===== src/rtl/avalon_mem_bridge.sv =====
// avalon_mem_bridge: serialises five cache/prefetch request channels onto one 32-bit Avalon-MM burst master
module avalon_mem_bridge (
    input  logic         clk,
    input  logic         rst_n,
    input  logic         i_writeburst_do,
    output logic         o_writeburst_done,
    input  logic [31:0]  i_writeburst_address,
    input  logic [1:0]   i_writeburst_dword_length,
    input  logic [3:0]   i_writeburst_byteenable_0,
    input  logic [3:0]   i_writeburst_byteenable_1,
    input  logic [55:0]  i_writeburst_data,
    input  logic         i_writeline_do,
    output logic         o_writeline_done,
    input  logic [31:0]  i_writeline_address,
    input  logic [127:0] i_writeline_line,
    input  logic         i_readburst_do,
    output logic         o_readburst_done,
    input  logic [31:0]  i_readburst_address,
    input  logic [1:0]   i_readburst_dword_length,
    input  logic [3:0]   i_readburst_byte_length,
    output logic [95:0]  o_readburst_data,
    input  logic         i_readline_do,
    output logic         o_readline_done,
    input  logic [31:0]  i_readline_address,
    output logic [127:0] o_readline_line,
    input  logic         i_readcode_do,
    output logic         o_readcode_done,
    input  logic [31:0]  i_readcode_address,
    output logic [127:0] o_readcode_line,
    output logic [31:0]  o_readcode_partial,
    output logic         o_readcode_partial_done,
    output logic [31:0]  o_avm_address,
    output logic [31:0]  o_avm_writedata,
    output logic [3:0]   o_avm_byteenable,
    output logic [2:0]   o_avm_burstcount,
    output logic         o_avm_write,
    output logic         o_avm_read,
    input  logic         i_avm_waitrequest,
    input  logic         i_avm_readdatavalid,
    input  logic [31:0]  i_avm_readdata
);
    typedef enum logic [1:0] {S_IDLE, S_WRITE, S_READ} state_t;
    localparam logic [2:0] C_WB = 3'd0, C_WL = 3'd1, C_RB = 3'd2, C_RL = 3'd3, C_RC = 3'd4;

    state_t        r_state, w_next;
    logic [2:0]    r_src, w_sel;
    logic [1:0]    r_beat, r_last, r_off;
    logic [3:0]    r_blen;
    logic [4:0]    r_done;
    logic          r_rd_cmd, r_pdone, w_go, w_wr_fin, w_rd_fin;
    logic [127:0]  r_wbuf, r_rbuf, w_rnext, r_rl_line, r_rc_line;
    logic [15:0]   r_bebuf;
    logic [31:0]   r_addr, r_partial;
    logic [2:0]    r_bc;
    logic [95:0]   r_rb_data, w_rb_data, w_rb_mask;
    logic [63:0]   w_wb_sh;

    assign w_wb_sh = {8'h00, i_writeburst_data} << {i_writeburst_address[1:0], 3'b000};

    assign o_avm_address           = r_addr;
    assign o_avm_burstcount        = r_bc;
    assign o_avm_writedata         = r_wbuf[31:0];
    assign o_avm_byteenable        = r_bebuf[3:0];
    assign o_avm_write             = (r_state == S_WRITE);
    assign o_avm_read              = (r_state == S_READ) && r_rd_cmd;
    assign o_writeburst_done       = r_done[C_WB];
    assign o_writeline_done        = r_done[C_WL];
    assign o_readburst_done        = r_done[C_RB];
    assign o_readline_done         = r_done[C_RL];
    assign o_readcode_done         = r_done[C_RC];
    assign o_readburst_data        = r_rb_data;
    assign o_readline_line         = r_rl_line;
    assign o_readcode_line         = r_rc_line;
    assign o_readcode_partial      = r_partial;
    assign o_readcode_partial_done = r_pdone;

    // State register
    always_ff @(posedge clk or negedge rst_n)
        if (!rst_n) r_state <= S_IDLE;
        else        r_state <= w_next;

    // Priority arbitration, completion detection and next state; a pulsing done blocks re-acceptance of the still-held _do
    always_comb begin
        w_sel    = i_writeburst_do ? C_WB : i_writeline_do ? C_WL : i_readburst_do ? C_RB :
                   i_readline_do ? C_RL : C_RC;
        w_go     = (r_state == S_IDLE) && (r_done == 5'd0) &&
                   (i_writeburst_do || i_writeline_do || i_readburst_do || i_readline_do || i_readcode_do);
        w_wr_fin = (r_state == S_WRITE) && !i_avm_waitrequest && (r_beat == r_last);
        w_rd_fin = (r_state == S_READ) && i_avm_readdatavalid && (r_beat == r_last);
        w_next   = w_go ? ((w_sel <= C_WL) ? S_WRITE : S_READ) : (w_wr_fin || w_rd_fin) ? S_IDLE : r_state;
    end

    // Read assembly: drop the incoming beat into its slot, then align and trim the readburst view
    always_comb begin
        w_rnext = r_rbuf;
        w_rnext[{r_beat, 5'b00000} +: 32] = i_avm_readdata;
        w_rb_mask = '0;
        for (int i = 0; i < 12; i++) w_rb_mask[8*i +: 8] = (4'(i) < r_blen) ? 8'hFF : 8'h00;
        w_rb_data = (w_rnext[95:0] >> {r_off, 3'b000}) & w_rb_mask;
    end

    // Datapath: latch the chosen request, shift write beats out, collect read beats, publish results
    always_ff @(posedge clk or negedge rst_n) begin
        if (!rst_n) begin
            r_src <= '0; r_beat <= '0; r_last <= '0; r_off <= '0; r_blen <= '0; r_done <= '0;
            r_rd_cmd <= 1'b0; r_pdone <= 1'b0; r_wbuf <= '0; r_rbuf <= '0; r_bebuf <= '0;
            r_addr <= '0; r_bc <= '0; r_partial <= '0; r_rb_data <= '0; r_rl_line <= '0; r_rc_line <= '0;
        end else begin
            r_done  <= (w_wr_fin || w_rd_fin) ? (5'd1 << r_src) : 5'd0;
            r_pdone <= 1'b0;
            if (w_go) begin
                r_src    <= w_sel;
                r_beat   <= 2'd0;
                r_rd_cmd <= (w_sel > C_WL);
                case (w_sel)
                    C_WB: begin
                        r_addr  <= {i_writeburst_address[31:2], 2'b00};
                        r_bc    <= i_writeburst_dword_length[1] ? 3'd2 : 3'd1;
                        r_last  <= i_writeburst_dword_length[1] ? 2'd1 : 2'd0;
                        r_wbuf  <= {64'd0, w_wb_sh};
                        r_bebuf <= {8'h00, i_writeburst_byteenable_1, i_writeburst_byteenable_0};
                    end
                    C_WL: begin
                        r_addr  <= {i_writeline_address[31:4], 4'h0};
                        r_bc    <= 3'd4;
                        r_last  <= 2'd3;
                        r_wbuf  <= i_writeline_line;
                        r_bebuf <= 16'hFFFF;
                    end
                    C_RB: begin
                        r_addr  <= {i_readburst_address[31:2], 2'b00};
                        r_bc    <= {1'b0, (i_readburst_dword_length == 2'd0) ? 2'd1 : i_readburst_dword_length};
                        r_last  <= (i_readburst_dword_length == 2'd0) ? 2'd0 : i_readburst_dword_length - 2'd1;
                        r_off   <= i_readburst_address[1:0];
                        r_blen  <= i_readburst_byte_length;
                        r_bebuf <= 16'hFFFF;
                    end
                    default: begin
                        r_addr  <= {(w_sel == C_RL) ? i_readline_address[31:4] : i_readcode_address[31:4], 4'h0};
                        r_bc    <= 3'd4;
                        r_last  <= 2'd3;
                        r_bebuf <= 16'hFFFF;
                    end
                endcase
            end
            if (r_state == S_WRITE && !i_avm_waitrequest) begin
                r_wbuf  <= r_wbuf >> 32;
                r_bebuf <= r_bebuf >> 4;
                r_beat  <= r_beat + 2'd1;
            end
            if (r_state == S_READ) begin
                if (!i_avm_waitrequest) r_rd_cmd <= 1'b0;
                if (i_avm_readdatavalid) begin
                    r_rbuf <= w_rnext;
                    r_beat <= r_beat + 2'd1;
                    if (r_src == C_RC) begin
                        r_partial <= i_avm_readdata;
                        r_pdone   <= 1'b1;
                    end
                    if (w_rd_fin) begin
                        if (r_src == C_RB) r_rb_data <= w_rb_data;
                        if (r_src == C_RL) r_rl_line <= w_rnext;
                        if (r_src == C_RC) r_rc_line <= w_rnext;
                    end
                end
            end
        end
    end
endmodule


===== config.mk =====
export PLATFORM = sky130hd
export DESIGN_NAME = avalon_mem_bridge
export DESIGN_NICKNAME = d
export VERILOG_FILES = /design/src/rtl/avalon_mem_bridge.sv
export SDC_FILE = /design/constraint.sdc
export NUM_CORES = 1
export LEC_CHECK = 0
export BUFFER_PORTS_ARGS = -buffer_cell sky130_fd_sc_hd__buf_2
export CAP_MARGIN = 10
export CORE_AREA = 10 10 326 328
export DETAILED_ROUTE_END_ITERATION = 8
export DIE_AREA = 0 0 336 338
export HOLD_SLACK_MARGIN = 0.06
export SETUP_SLACK_MARGIN = 0.4
export SYNTH_ARGS = -nofsm -noshare
export SYNTH_HDL_FRONTEND = slang
export SYNTH_SLANG_ARGS = --single-unit

===== constraint.sdc =====
create_clock -name clk -period 2.5 [get_ports clk]
set_input_delay 0.75 -clock clk [delete_from_list [all_inputs] [get_ports clk]]
set_output_delay 0.75 -clock clk [all_outputs]
set_load 0.05 [all_outputs]

==> summary.txt <==
Final layout
  • Storage cell area: 17700 um2
  • Multi-input logic area: 17400 um2
  • Layout area overhead: 51.7%
  • # nets final: 4753
  • Ratio of cells with drive above 1 in the final layout: 48.5%
  • Final instance area: 50600 um2
  • Post-route non-filler standard cell count: 5714
  • Commonest non-fill, non-tap cell in the layout: buf_2
  • Fill cells: 8876
  • Most frequent cells in the layout: buf_2 (841), dfrtp_1 (698), nand2_1 (443)
  • Post-layout util: 50.8%

STA
  • Fin crit period: 2.43 ns
  • Part of the cycle the worst path needs: 97.1%
  • Unrepaired setup endpoints after global routing: true
  • Max Transition Viols Final: 0
  • Final setup violation count: 0
  • Fin. Hold Viols: 0
  • Clock Skews: 0.0386 ns
  • Final hold slack: 0.306 ns
  • Max frequency: 412 MHz
  • Setup TNS: 0 ns
  • Slew HR: 28.6%
  • Setup WS post-layout: 0.0727 ns
  • Worst-Margin Slew: 1.07 ns

Global route
  • First-pass GRT wire length: 223000 um
  • GRT overflow: 0
  • Initial antenna violation count: 21
  • Pin count of the biggest net entering global routing: 152
  • Vias in the first global route: 32100
  • Global-route usage over all layers: 26.3%

Placed design
  • Setup slack after placement: -0.190 ns
  • Placer Congestion: 0.916
  • Port bufs: 848
  • Hpwl dp: 112000 um
  • Placed cell count: 5324
  • Area post-placement: 42100 um2

Clock network
  • H-Tree Depth: 3
  • Deepest clock path buffer count: 3
  • TritonCTS Buffers: 81
  • Clock Latency Late Sink: 0.67 ns
  • TritonCTS clock tree: built
  • Root buffer cell: clkbuf_16
  • Worst-path clk slew: 0.07 ns
  • Sink Count: 705

Pwr
  • Pwr Density: 1230 nW/um2
  • LEAKAGE: 23.8 nW
  • Max IR drop VDD: 0.637 mV
  • Design Power: 62.1 mW

Worst setup path
  • Endpoint class of the critical path: register
  • Critical Path AT: 3.01 ns
  • Worst R2R Path Depth: 9
  • Startpoint types: register
  • Critical path class: register to register
  • Crit-path max FO: 7
  • Worst path required time: 3.09 ns

Floorplanning
  • Die area: 114000 um2
  • Core Region: 99600 um2
  • Io pins: 864
  • Num rows: 116
  • Die W: 336 um
  • Die Y: 338 um
  • Starting density of the core: 33.5%

Logic synthesis
  • Top FF cell, synth: dfrtp_1
  • Mapped Area: 33300 um2
  • Asr flop ratio synth: 100%
  • Synth Instances: 3221
  • Number of library cell types mapped by synthesis: 70
  • Total of warnings raised by yosys: 0
  • Post-synth EDFFs: 0
  • Syn_area_per_cell: 10.4 um2
  • Yosys reg bits: 705
  • Seq/Total Area, Yosys: 52.9%

Flow run
  • Max-Cap Viols: 0

Routing
  • Final ANT Viol Nets: 0
  • Initial DRC Count: 2444
  • WL final: 160000 um
  • DRC: 0
  • Vias/cell: 5.59
  • Average routed wire per standard cell: 28.1 um
  • Vias: 31900
  • Initial DRT Pass Iterations: 5

Run status
  • Outcome: finished clean

Worst hold path
  • HP Class: primary input to register
  • Worst Hold Depth: 2
## kinds of logic (layout without fill, tap and decap cells)
| logic type | after synthesis | in the layout | share of synthesized area [%] |
|---|---|---|---|
| compound gates | 978 | 978 | 19.4 |
| simple gates | 896 | 897 | 12.5 |
| flops | 705 | 705 | 52.9 |
| buf+inv | 361 | 1550 | 4.93 |
| mux | 271 | 271 | 9.89 |
| fa+ha+maj | 5 | 5 | 0.188 |
| xor+xnor | 4 | 4 | 0.105 |
| other cells | 1 | 6 | 0.0112 |
## final cells by class
class / count / area share [%]
clock buffers: 104 / 4.53
diodes: 4 / 0.0198
well taps: 1298 / 3.21
inverters: 28 / 0.225
flip-flops and latches: 705 / 34.9
clock inverters: 44 / 1.09
repair buffers: 1374 / 21.7
multi-input cells: 2157 / 34.3
## flip-flops by register name (all words and copies together) (netlist names), 4 cells and up
| signal | count |
|---|---|
| o_avm_address | 30 |
| o_readburst_data | 96 |
| o_readcode_line | 128 |
| o_readcode_partial | 32 |
| o_readline_line | 128 |
| r_bebuf | 10 |
| r_blen | 4 |
| r_done | 5 |
| r_rbuf | 128 |
| r_wbuf | 128 |
## power by group
part | internal (mW) | switching, mW | leakage, nW
Sequential | 14.8 | 2.39 | 9.53
Clock | 7.48 | 5.27 | 1.40
Combinational | 12.4 | 19.8 | 12.8
## critical path, stage by stage (launching register included)
cell and delay (ns):
dfrtp_1 0.42, inv_4 0.10, ha_4 0.22, buf_4 0.14, buf_6 0.12, nor3b_4 0.25, buf_12 0.19, a31oi_4 0.20
mux4_2 0.54, o21ai_2 0.15
## cells in the mapped netlist (13+ instances only)
cell,number,area [um2]
a211oi_1,15,113
a21oi_1,163,816
a221o_1,63,631
a221oi_1,17,149
a22o_1,85,744
a22oi_1,57,428
a311oi_1,18,158
a31oi_1,78,488
a32oi_1,21,184
and3_1,18,113
buf_1,27,101
buf_2,54,270
buf_4,41,308
clkbuf_1,202,758
dfrtp_1,705,17600
inv_1,28,105
mux2_2,158,1780
mux2i_1,82,821
mux4_2,31,698
nand2_1,445,1670
nand2b_1,13,81.3
nand3_1,66,330
nand3b_1,18,135
nor2_1,149,559
nor2b_1,103,644
nor4bb_1,13,130
o211ai_1,25,188
o21a_1,24,180
o21ai_0,318,1590
o221ai_1,23,201
## what timing repair did
action / 4_1_cts / 5_1_grt
endpoints found under the hold margin: 30 / 0
gates cloned: 26 / 27
setup endpoints to repair: 647 / 663
pin swaps: 82 / 55
resized for setup: 234 / 372
hold buffers: 1 / 0
setup buffers: 137 / 47
## worst paths after layout
path / start / end / slack [ns]
max in group asynchronous: rst_n / o_readcode_line[49] / 0.95
min reg2reg: o_readcode_line[115] / o_readcode_line[115] / 0.47
max reg2reg: r_beat[0] / o_readburst_data[15] / 0.07
min: i_writeline_line[127] / r_wbuf[127] / 0.31
min in group asynchronous: rst_n / o_readcode_line[84] / 0.60
max: r_beat[0] / o_readburst_data[15] / 0.07
## routing by layer
metal / routed length, um / global-route usage (%)
met5: 171 / 0
met3: 12600 / 6.77
met4: 8660 / 12.1
met2: 78000 / 44.4
met1: 60900 / 31.3
Note: power is estimated with default switching activity, not from simulation.
